`config.mk`:
```
export PLATFORM = sky130hd
export DESIGN_NAME = d_e_pipe_reg
export DESIGN_NICKNAME = d
export VERILOG_FILES = /design/src/rtl/d_e_pipe_reg_pkg.sv /design/src/rtl/d_e_pipe_reg.sv
export SDC_FILE = /design/constraint.sdc
export NUM_CORES = 1
export LEC_CHECK = 0
export ABC_AREA = 1
export BUFFER_PORTS_ARGS = -buffer_cell sky130_fd_sc_hd__buf_4
export CAP_MARGIN = 20
export CORE_AREA = 2 2 139 141
export CTS_BUF_LIST = sky130_fd_sc_hd__clkbuf_16
export DETAILED_ROUTE_END_ITERATION = 7
export DIE_AREA = 0 0 141 143
export PLACE_DENSITY = 0.83
export SKIP_CTS_REPAIR_TIMING = 1
export SYNTH_ARGS = -nofsm -noshare
export SYNTH_HDL_FRONTEND = slang
export SYNTH_SLANG_ARGS = --single-unit
```
`constraint.sdc`:
```
create_clock -name clk -period 6.6 [get_ports clk]
set_input_delay 1.32 -clock clk [delete_from_list [all_inputs] [get_ports clk]]
set_output_delay 1.32 -clock clk [all_outputs]
set_load 0.02 [all_outputs]
```
`src/rtl/d_e_pipe_reg_pkg.sv`:
```
// Shared definitions for the Decode/Execute pipeline register of the 5-stage MIPS core.
// Optional feature macro used by the consumers of this package: DE_EXC_EN.
package d_e_pipe_reg_pkg;

    // Default datapath / hazard-field geometry.
    localparam int          DE_DW     = 32;
    localparam int          DE_TW     = 2;
    localparam logic [31:0] DE_PC_RST = 32'h0000_3000;

    // ALU operation encodings carried on ALU_Ctr.
    typedef enum logic [3:0] {
        ALU_ADD = 4'd0,
        ALU_SUB = 4'd1,
        ALU_OR  = 4'd2,
        ALU_LUI = 4'd3
    } alu_op_e;

    // Write-back source select encodings carried on WDSel.
    typedef enum logic [1:0] {
        WD_ALU = 2'd0,
        WD_DM  = 2'd1,
        WD_PC8 = 2'd2
    } wdsel_e;

    // CP0 exception codes that can travel down the pipe.
    localparam logic [4:0] EXC_NONE = 5'd0;
    localparam logic [4:0] EXC_INT  = 5'd0;
    localparam logic [4:0] EXC_ADEL = 5'd4;
    localparam logic [4:0] EXC_ADES = 5'd5;
    localparam logic [4:0] EXC_RI   = 5'd10;
    localparam logic [4:0] EXC_OV   = 5'd12;

endpackage

```
`src/rtl/d_e_pipe_reg.sv`:
```
// Decode-to-Execute pipeline register.
// Captures decoded operands, ALU control, write-back destination and Tnew at the
// D/E boundary, supports hold (en=0) and bubble insertion (flush=1), and counts
// Tnew down by one (saturating at 0) as an instruction moves from D into E.
// Optional macro DE_EXC_EN adds ExcCode/BD tracking; bubbles then keep the D-stage
// PC and BD so CP0 can still report a correct EPC.
module d_e_pipe_reg
    import d_e_pipe_reg_pkg::*;
#(
    parameter int          DW     = DE_DW,
    parameter logic [31:0] PC_RST = DE_PC_RST,
    parameter int          TW     = DE_TW
) (
    input  logic          clk,
    input  logic          reset,
    input  logic          en,
    input  logic          flush,
    input  logic [DW-1:0] PC_D,
    input  logic [DW-1:0] RD1_D,
    input  logic [DW-1:0] RD2_D,
    input  logic [DW-1:0] Ext_D,
    input  logic [4:0]    Shamt_D,
    input  logic [3:0]    ALU_Ctr_D,
    input  logic          ALUSrcB_D,
    input  logic [4:0]    A1_D,
    input  logic [4:0]    A2_D,
    input  logic [4:0]    A3_D,
    input  logic          RegWrite_D,
    input  logic [1:0]    WDSel_D,
    input  logic          MemWrite_D,
    input  logic [TW-1:0] Tnew_D,
    output logic [DW-1:0] PC_E,
    output logic [DW-1:0] RD2_E,
    output logic [DW-1:0] Ext_E,
    output logic [DW-1:0] SrcA_E,
    output logic [DW-1:0] SrcB_E,
    output logic [4:0]    Shamt_E,
    output logic [3:0]    ALU_Ctr_E,
    output logic [4:0]    A1_E,
    output logic [4:0]    A2_E,
    output logic [4:0]    A3_E,
    output logic          RegWrite_E,
    output logic          MemWrite_E,
    output logic [1:0]    WDSel_E,
    output logic [TW-1:0] Tnew_E,
    output logic          Valid_E
`ifdef DE_EXC_EN
    ,
    input  logic [4:0]    ExcCode_D,
    input  logic          BD_D,
    output logic [4:0]    ExcCode_E,
    output logic          BD_E
`endif
);

    // Everything held across the D/E boundary, as one record.
    typedef struct packed {
        logic [DW-1:0] pc;
        logic [DW-1:0] rd1;
        logic [DW-1:0] rd2;
        logic [DW-1:0] ext;
        logic          alusrcb;
        logic [4:0]    shamt;
        logic [3:0]    alu_ctr;
        logic [4:0]    a1;
        logic [4:0]    a2;
        logic [4:0]    a3;
        logic          regwrite;
        logic          memwrite;
        logic [1:0]    wdsel;
        logic [TW-1:0] tnew;
        logic          valid;
`ifdef DE_EXC_EN
        logic [4:0]    exccode;
        logic          bd;
`endif
    } de_t;

    de_t de_q;
    de_t de_d;

    // Tnew is counted from D; one stage later it is one smaller, never below 0.
    function automatic logic [TW-1:0] tnew_sat_dec(input logic [TW-1:0] t);
        return (t == '0) ? '0 : (t - TW'(1));
    endfunction

    // Register contents after reset: all clear except the boot PC.
    function automatic de_t reset_value();
        de_t r;
        r    = '0;
        r.pc = PC_RST[DW-1:0];
        return r;
    endfunction

    // A NOP bubble: no write-back, no store, no hazard, not a valid instruction.
    function automatic de_t bubble_value();
        de_t b;
        b = '0;
`ifdef DE_EXC_EN
        // EPC of a squashed slot must still point at the instruction in D.
        b.pc = PC_D;
        b.bd = BD_D;
`else
        b.pc = PC_RST[DW-1:0];
`endif
        return b;
    endfunction

    // Fresh instruction coming in from D.
    function automatic de_t load_value();
        de_t l;
        l.pc       = PC_D;
        l.rd1      = RD1_D;
        l.rd2      = RD2_D;
        l.ext      = Ext_D;
        l.alusrcb  = ALUSrcB_D;
        l.shamt    = Shamt_D;
        l.alu_ctr  = ALU_Ctr_D;
        l.a1       = A1_D;
        l.a2       = A2_D;
        // Register 0 is kept as given; the hazard unit filters it out.
        l.a3       = A3_D;
        l.regwrite = RegWrite_D;
        l.memwrite = MemWrite_D;
        l.wdsel    = WDSel_D;
        l.tnew     = tnew_sat_dec(Tnew_D);
        l.valid    = 1'b1;
`ifdef DE_EXC_EN
        l.exccode  = ExcCode_D;
        l.bd       = BD_D;
`endif
        return l;
    endfunction

    // Next-state select: flush beats hold, hold beats load.
    always_comb begin
        de_d = de_q;
        if (flush) begin
            de_d = bubble_value();
        end else if (en) begin
            de_d = load_value();
        end
    end

    // D/E boundary: state register with asynchronous reset.
    always_ff @(posedge clk or posedge reset) begin
        if (reset) begin
            de_q <= reset_value();
        end else begin
            de_q <= de_d;
        end
    end

    // Registered outputs, plus the single combinational SrcB operand mux.
    always_comb begin
        PC_E       = de_q.pc;
        SrcA_E     = de_q.rd1;
        RD2_E      = de_q.rd2;
        Ext_E      = de_q.ext;
        SrcB_E     = de_q.alusrcb ? de_q.ext : de_q.rd2;
        Shamt_E    = de_q.shamt;
        ALU_Ctr_E  = de_q.alu_ctr;
        A1_E       = de_q.a1;
        A2_E       = de_q.a2;
        A3_E       = de_q.a3;
        RegWrite_E = de_q.regwrite;
        MemWrite_E = de_q.memwrite;
        WDSel_E    = de_q.wdsel;
        Tnew_E     = de_q.tnew;
        Valid_E    = de_q.valid;
`ifdef DE_EXC_EN
        ExcCode_E  = de_q.exccode;
        BD_E       = de_q.bd;
`endif
    end

endmodule

```
======== Word-level counts from Yosys, hierarchy flattened ========
Cells that the tools add are included.
storage, ports and cells
  register bits after elaboration ......... 160
  input port bits ......................... 163
  output and inout bits ................... 191
  word-level logic and storage cells ...... 22
operators by class
  add/subtract/negate cells ............... 1
  muxes and demuxes ....................... 4
  reduce and logical (&&, ||, !) cells .... 2
operators with widths
  kind                   count
  $mux W160              2
  $mux W32               1
  $logic_not A2 Y1       1
  $mux W2                1
  $reduce_bool A2 Y1     1
  $sub A2 B1 Y2 const B  1

======== Depth between registers and ports, before layout ========
Gate-level depths: netlist of the first run.
  word-level depth ........................ 4
  gate-level depth with buffers ........... 6
  gate-level depth less buffers ........... 4

======== Worst setup path before layout of the first run ========
No wires, ideal clock.
  path type ............................... register -> output
  from .................................... register de_q[31] in the netlist's numbering
  to ...................................... output port SrcB_E[18]
  arrival time ............................ 1.216 ns
  setup slack ............................. 4.064 ns
  cell stages (with the launch flop) ...... 4
  path buffers ............................ 2
  cells stage by stage .................... dfrtp_1 > clkbuf_1 > clkbuf_1 > o21ai_0
on the way
  cells in the longest elaborated chain, start to end .. 1
ends and longest elaborated chain
  element                 line                 text
  start, declared         d_e_pipe_reg.sv:79   de_t de_q;
  start signal, assigned  d_e_pipe_reg.sv:148  de_q <= reset_value();
  $mux W32                d_e_pipe_reg.sv:160  SrcB_E = de_q.alusrcb ? de_q.ext : de_q.rd2;
  end, declared           d_e_pipe_reg.sv:36   output logic [DW-1:0] SrcB_E,
No other way between the ends.

======== Worst setup path after layout of the first run ========
  from .................................... register de_q[31] in the netlist's numbering
  to ...................................... output port SrcB_E[29]
The elaborated chain is that of the path after synthesis.

==> metrics, run 1 <==
initial antenna violation count 0; vias in the first global route 6017; Worst Setup End Kind output pin; TNS Setup 0 ns; commonest non-fill, non-tap cell in the layout nand2_1; TritonCTS clock tree yes; post-synth top area cell dfrtp_1; Worst Skew 0 ns; final worst path period need 3.33 ns; CP Launch Type register; DIE AREA 20200 sq um; WL final 19.8 mm; post-synth top area share 51.9%; register area share after synthesis 52.6%; CTS Buf Count 17; slew margin rel. 35.1%; final net count 1285; DR iter-0 viols 336; clk_lat worst skew 0.40 ns; H-tree lvl count 4; Hold Path Class reg -> reg; clock sinks 160; max_cap viols 0; Via Count 6189; Cell Area, Synth 7610 sq um; port bufs 353; layout cells sized above 1 34.9%; # DRC 0; Reg clk slew, reported paths 0.06 ns; yosys warns 0; io pins 354; worst path arrival time 2.01 ns; global-route wire length before repair 30.5 mm; ANT cells 0; CP max FO 65; CTS Buffer Depth 2; leakage dissipation 5.71 nW; Synth Net Count 1103; Site Rows 50; synth top area cells dfrtp_1 (52%), nand2_1 (25%), buf_4 (16%); drt pass-1 iters 4; status finished clean; via/cell ratio 4.52; setup violators final 0; die width 141 um; global route total overflow 0; Initial Util 41.0%; hpwl dp 14.4 mm; DP Area 9250 sq um; final cell count without fillers 1369; Hold Vio Cnt, Final 0; cells after synthesis 940; P per Cell Area 249 nW/um^2; Antenna Violating Nets Remaining 0; post-synthesis cell type count 12; most frequent cells in the layout nand2_1 (508), buf_4 (359), dfrtp_1 (157), inv_1 (36), o21ai_0 (32); Root Driver clkbuf_16; Cell Count Post-Placement 1336; worst slew pin tran 0.973 ns; RSZ-0062 raised after global routing no; Tcrit/Tclk final 50.5%; Setup CP Type reg -> out; GRT Util Overall 19.4%; core area 18600 sq um; fmax 300 MHz; Slew Viols, Final 0; DR WL/cell 14.4 um; FF+latch count, synth 160; height of the die 143 um; VDD IR max 0.000168 V; Placer Congestion 0.804; Pwr Total 0.00246 W; fin area 9850 sq um; largest net degree at the start of global routing 84; Avg Cell Area, Syn 8.10 sq um; CP required 5.28 ns; synthesis-to-layout area growth 29.5%
-- area by class of cell --
class / instances / area [sq um]
well taps: 234 / 293
multi-input cells: 547 / 2110
clock buffers: 17 / 425
fillers: 1726 / 8730
repair buffers: 360 / 2720
clock inverters: 15 / 161
inverters: 36 / 140
flip-flops and latches: 160 / 4010
-- kinds of logic (layout without fill, tap and decap cells) --
family / after synthesis / in the layout / synth area share (%)
compound gates: 34 / 34 / 2.24
buf+inv: 233 / 428 / 19.8
flops: 160 / 160 / 52.6
simple gates: 513 / 513 / 25.4
-- sequential cells by signal, indices dropped and copies added (netlist names), 4 cells and up --
name / count
A2_E: 5
A3_E: 5
A1_E: 5
Ext_E: 32
PC_E: 32
SrcA_E: 32
Shamt_E: 5
ALU_Ctr_E: 4
RD2_E: 32
-- layer usage --
layer,wire [um],vias to the layer above,GRT usage (%)
met5,0,-,0
met4,472,0,7.32
met3,1780,28,6.98
met2,9770,270,32.9
met1,7760,2879,22.5
li1,-,3012,-
-- power by group --
part           total [W]  leakage (nW)  switching, W  internal [W]
logic           0.000395          3.30      0.000221      0.000175
clock network   0.000980         0.289      0.000418      0.000563
registers        0.00108          2.12     0.0000444       0.00104
total            0.00246          5.71      0.000683       0.00177
-- synth_stat cells --
cell,count
dfrtp_1,158
nand2_1,508
buf_2,26
o21ai_0,32
a21oi_1,2
nor2_2,2
clkbuf_1,11
inv_1,36
buf_4,159
nor2_1,3
buf_1,1
dfstp_2,2
-- stage by stage --
step	hold WS [ns]	setup slack [ns]	utilization, %
6_report	0.475	3.27	53.0
5_1_grt	0.494	3.12	53.0
4_1_cts	0.485	3.18	52.9
3_5_place_dp	0.467	3.31	49.8
3_3_place_gp	0.462	3.34	49.8
2_1_floorplan	0.448	0.963	-
-- path summary, 6_finish.rpt --
| kind | startpoint | endpoint | cells past startpoint | slack (ns) |
|---|---|---|---|---|
| max reg2reg | de_q[31] | de_q[31] | 2 | 5.33 |
| max in group asynchronous | reset | PC_E[29] | 3 | 4.57 |
| min | PC_E[12] | PC_E[12] | 2 | 0.48 |
| min reg2reg | PC_E[12] | PC_E[12] | 2 | 0.48 |
| min in group asynchronous | reset | Shamt_E[1] | 2 | 0.98 |
| max | de_q[31] | SrcB_E[29] | 3 | 3.27 |
-- worst max-delay path, cell delays in order, from the launching register on --
cell	delay [ns]
dfrtp_2	0.99
nand2_1	0.24
o21ai_0	0.16
buf_4	0.19
Power figures use the tool's default switching activity.
==> inputs of run 2 (changes only) <==
--- a/config.mk
+++ b/config.mk
@@ -5,14 +5,15 @@
 export SDC_FILE = /design/constraint.sdc
 export NUM_CORES = 1
 export LEC_CHECK = 0
-export ABC_AREA = 1
+export ABC_AREA = 0
 export BUFFER_PORTS_ARGS = -buffer_cell sky130_fd_sc_hd__buf_4
 export CAP_MARGIN = 20
-export CORE_AREA = 2 2 139 141
+export CORE_ASPECT_RATIO = 0.75
+export CORE_MARGIN = 1.5
+export CORE_UTILIZATION = 48
 export CTS_BUF_LIST = sky130_fd_sc_hd__clkbuf_16
 export DETAILED_ROUTE_END_ITERATION = 7
-export DIE_AREA = 0 0 141 143
-export PLACE_DENSITY = 0.83
+export PLACE_DENSITY = 0.93
 export SKIP_CTS_REPAIR_TIMING = 1
 export SYNTH_ARGS = -nofsm -noshare
 export SYNTH_HDL_FRONTEND = slang
==> constraint.sdc (replaced) <==
create_clock -name clk -period 3.3 [get_ports clk]
set_input_delay 0.66 -clock clk [delete_from_list [all_inputs] [get_ports clk]]
set_output_delay 0.66 -clock clk [all_outputs]
set_load 0.02 [all_outputs]
==> metrics, run 2 <==
port bufs 353; Async SR Flop Fraction 100%; cells after synthesis 710; power share of the clock group 38.7%; P per Cell Area 492 nW/um^2; global route total overflow 0; fin area 10200 sq um; dpl ws 1.19 ns; switching part of the total 27.5%; synthesis-to-layout area growth 26.7%; CP required 2.64 ns; Antenna Violating Nets Remaining 0; post-synth top area share 49.1%; Synth Net Count 873; setup violators final 0; Internal 0.00364 W; CP Launch Type register; CTS Buf Count 17; max_cap viols 0; Initial Util 49.6%; DIE AREA 17600 sq um; commonest non-fill, non-tap cell in the layout buf_4; Worst Setup End Kind output pin; synth top area cells dfrtp_1 (49%), mux2i_1 (19%), buf_4 (15%); DP Area 9610 sq um; post-synthesis cell type count 14; io pins 354; Top delay family on crit path flip-flops; Buf/Inv on CP 1; setup slack after layout 0.755 ns; # DRC 0; initial antenna violation count 0; Setup CP Type reg -> out; largest net degree at the start of global routing 74; yosys warns 0; TritonCTS clock tree yes; slew margin rel. 45.9%; post-synth top area cell dfrtp_1; TNS Setup 0 ns; clock sinks 160; layout cells sized above 1 47.0%; critical path cell sequence mux2_2, buf_4; worst path arrival time 1.89 ns; final net count 1056; CP max FO 33; sequential share of power 43.3%; vias in the first global route 5537; H-tree lvl count 4; VDD IR max 0.000297 V; drt pass-1 iters 4; die width 153 um; register area share after synthesis 49.8%; Largest stage delay, worst path 0.88 ns; Site Rows 40; fmax 393 MHz; number of synthesized flops with an enable pin 0; final cell count without fillers 1116; Cell Area, Synth 8050 sq um; fillers 1266; slowest CP cell dfrtp_2; combinational power share 18.0%; GRT Util Overall 21.7%; clk_lat worst skew 0.41 ns; status finished clean; core area 16200 sq um; Reg clk slew, reported paths 0.06 ns; switching power 0.00138 W; Worst Skew 0 ns; ANT cells 0; Via Count 5497; FF+latch count, synth 160; via/cell ratio 4.93; Cell Count Post-Placement 1084; DR iter-0 viols 323; height of the die 115 um; global-route wire length before repair 29.5 mm; RSZ-0062 raised after global routing no; Slew Viols, Final 0; Tcrit/Tclk final 77.1%; leakage dissipation 5.61 nW; most frequent cells in the layout buf_4 (354), nor2_1 (158), dfrtp_1 (157), mux2i_1 (155), mux2_2 (32); top-count cell post-synth buf_4; DR WL/cell 17.3 um; Root Driver clkbuf_16; Placer Congestion 0.821; Hold Path Class in -> async; WL final 19.3 mm; final worst path period need 2.55 ns; hpwl dp 14.2 mm; Main synth FF type dfrtp_1; Avg Cell Area, Syn 11.3 sq um; CTS Buffer Depth 2; Hold Vio Cnt, Final 0; Post-synth top cells buf_4 (164), dfrtp_1 (158), nor2_1 (158), mux2i_1 (155), mux2_2 (32); worst slew pin tran 0.810 ns
[run 2: cell count changes after synthesis, sizes merged]
cell | previous run | this run
o21ai | 32 | 0
nor2 | 5 | 158
mux2i | 0 | 155
nand2 | 508 | 0
buf | 186 | 185
mux2 | 0 | 32
nor2b | 0 | 3
a32o | 0 | 2
a211o | 0 | 2
a21oi | 2 | 0
inv | 36 | 2
[run 2: metrics by stage]
stage | hold slack [ns] | utilization [%] | power (W)
global placement | 0.477 | 59.3 | 0.00309
global route | 0.444 | 62.9 | 0.00523
detailed placement | 0.498 | 59.3 | 0.00312
floorplan | 0.467 | - | 0.00282
finish | 0.398 | 62.9 | 0.00501
CTS | 0.418 | 62.9 | 0.00507
[run 2: kinds of logic after synthesis]
group                  share of synthesized area, %
AOI/OAI and AO/OA                             0.466
buffers and inverters                          18.4
and+or+nand+nor                                7.60
DFF                                            49.8
muxes                                          23.7
[run 2: final timing paths]
| kind | start | end | slack, ns | cells after the start |
|---|---|---|---|---|
| max | de_q[31] | SrcB_E[10] | 0.75 | 2 |
| min | reset | Shamt_E[4] | 0.40 | 2 |
| max reg2reg | de_q[31] | de_q[31] | 2.06 | 2 |
| min reg2reg | Tnew_E[0] | Tnew_E[0] | 0.50 | 1 |
| max in group asynchronous | reset | PC_E[13] | 2.10 | 3 |
| min in group clk | PC_D[12] | PC_E[12] | 0.46 | 2 |
[run 2: routing by layer]
metal / GRT usage (%) / routed length (um) / vias up
met4: 8.21 / 495 / 0
met2: 38.7 / 10200 / 242
met5: 0 / 0 / -
met3: 7.01 / 1490 / 32
li1: - / - / 2542
met1: 24.5 / 7110 / 2681
[run 2: worst reg2reg max path, cell delays in order (launching register included)]
cell,delay (ns)
dfrtp_2,0.88
mux2i_1,0.15
nor2_1,0.13
[run 2: cell type report]
type / instances / area (sq um) / share of cell area [%]
well taps: 210 / 263 / 2.58
repair buffers: 360 / 2770 / 27.2
inverters: 2 / 11.3 / 0.110
flip-flops and latches: 160 / 4010 / 39.3
clock inverters: 15 / 158 / 1.55
multi-input cells: 352 / 2560 / 25.1
clock buffers: 17 / 425 / 4.17
[run 2: power groups by stage]
stage / registers, W / clock network, W / logic, W
floorplan: 0.00216 / 0 / 0.000663
global placement: 0.00220 / 0 / 0.000891
detailed placement: 0.00220 / 0 / 0.000912
CTS: 0.00217 / 0.00198 / 0.000914
global route: 0.00218 / 0.00209 / 0.000965
finish: 0.00217 / 0.00194 / 0.000903
==> inputs of run 3 (changes only) <==
--- a/config.mk
+++ b/config.mk
@@ -10,10 +10,10 @@
 export CAP_MARGIN = 20
 export CORE_ASPECT_RATIO = 0.75
 export CORE_MARGIN = 1.5
-export CORE_UTILIZATION = 48
+export CORE_UTILIZATION = 43
 export CTS_BUF_LIST = sky130_fd_sc_hd__clkbuf_16
 export DETAILED_ROUTE_END_ITERATION = 7
-export PLACE_DENSITY = 0.93
+export PLACE_DENSITY = 0.89
 export SKIP_CTS_REPAIR_TIMING = 1
 export SYNTH_ARGS = -nofsm -noshare
 export SYNTH_HDL_FRONTEND = slang
==> constraint.sdc (replaced) <==
create_clock -name clk -period 2.05 [get_ports clk]
set_input_delay 0.41 -clock clk [delete_from_list [all_inputs] [get_ports clk]]
set_output_delay 0.41 -clock clk [all_outputs]
set_load 0.02 [all_outputs]
==> metrics, run 3 (synthesized netlist as in run 2, its figures left out) <==
global-route wire length before repair 29.0 mm; io pins 354; Final Util 56.2%; ANT cells 0; WL final 19.2 mm; die width 161 um; DIE AREA 19600 sq um; Antenna Violating Nets Remaining 0; leakage dissipation 5.67 nW; DR iter-0 viols 280; port bufs 353; worst path arrival time 1.57 ns; clock sinks 160; layout cells sized above 1 47.7%; vias in the first global route 5380; final worst path period need 1.98 ns; commonest non-fill, non-tap cell in the layout buf_4; FF-to-FF setup slack 1.15 ns; setup violators final 0; drt pass-1 iters 4; Setup CP Type reg -> out; Root Driver clkbuf_16; via/cell ratio 4.69; fmax 505 MHz; Largest stage delay, worst path 0.38 ns; TritonCTS clock tree yes; P per Cell Area 761 nW/um^2; Slew Viols, Final 0; slowest CP cell mux2_2; global route total overflow 0; max_cap viols 0; Tcrit/Tclk final 96.5%; Placer Congestion 0.775; Site Rows 43; critical path cell sequence buf_4, mux2_2, buf_4; Reg clk slew, reported paths 0.07 ns; height of the die 121 um; CP required 1.64 ns; initial antenna violation count 0; worst slew pin tran 0.579 ns; Hold Vio Cnt, Final 0; slew margin rel. 61.4%; CTS Buf Count 17; CP max FO 11; largest net degree at the start of global routing 100; H-tree lvl count 4; DR WL/cell 16.5 um; dpl ws 0.471 ns; final net count 1070; status finished clean; CTS Buffer Depth 2; Initial Util 43.8%; # DRC 0; clk_lat worst skew 0.41 ns; synthesis-to-layout area growth 28.3%; GRT Util Overall 19.1%; most frequent cells in the layout buf_4 (365), nor2_1 (158), dfrtp_1 (157), mux2i_1 (155), mux2_2 (32); Via Count 5475; hpwl dp 14.2 mm; core area 18400 sq um; Worst Setup End Kind output pin; VDD IR max 0.000438 V; setup slack after layout 0.0712 ns; Worst path most repeated cell buf_4; Hold Path Class in -> async; RSZ-0062 raised after global routing no; CP Launch Type register; Worst Skew 0 ns
==> run 3: cell types whose count changed in the layout (fill, tap and decap cells not counted) <==
cell	before	now
clkinvlp_4	3	6
clkinv_1	2	1
buf_12	5	7
clkinv_2	1	0
inv_1	1	3
bufinv_16	2	0
inv_8	0	1
buf_4	354	365
clkinv_4	4	2
buf_6	0	1
==> run 3: area by class of cell <==
class	count	area [sq um]
flip-flops and latches	160	4010
multi-input cells	352	2560
clock buffers	17	425
inverters	2	11.3
well taps	247	309
repair buffers	374	2910
fillers	1561	8070
clock inverters	15	113
==> run 3: power by group <==
group	switching [W]	total [W]	internal, W
clock network	0.00133	0.00289	0.00156
registers	0.000138	0.00348	0.00334
logic	0.000763	0.00150	0.000735
==> run 3: final timing paths <==
| check | start | to | cells after the start |
|---|---|---|---|
| worst max-delay path | de_q[31] | SrcB_E[20] | 3 |
| worst min-delay path | reset | PC_E[2] | 3 |
| worst max register to register | de_q[31] | de_q[31] | 3 |
| worst min register to register | Tnew_E[0] | Tnew_E[0] | 1 |
| max in group asynchronous | reset | de_q[31] | 3 |
| min in group clk | PC_D[12] | PC_E[12] | 2 |
==> run 3: through the flow <==
stage          total power (W)  TNS (ns)  cells  area [sq um]  hold WS (ns)
4_1_cts                0.00795         0   1167         10300         0.109
2_1_floorplan          0.00455    -61.18    710          8050         0.467
3_5_place_dp           0.00504         0   1135          9790         0.490
6_report               0.00786         0   1167         10300         0.101
5_1_grt                0.00818         0   1167         10300         0.120
3_3_place_gp           0.00501         0   1135          9790         0.479
==> run 3: critical path: cells and delay by family (launching register included) <==
kind	cells	cell delay, ns
buffers and inverters	2	0.39
DFF	1	0.37
muxes	1	0.38
==> run 3: metal layers <==
| layer | GRT usage, % | up-vias | part of all wire, % |
|---|---|---|---|
| met5 | 0 | - | 0 |
| met4 | 5.44 | 0 | 1.5 |
| met3 | 5.91 | 20 | 7.1 |
| met2 | 32.6 | 221 | 50 |
| met1 | 23.5 | 2665 | 41 |
| li1 | - | 2569 | - |
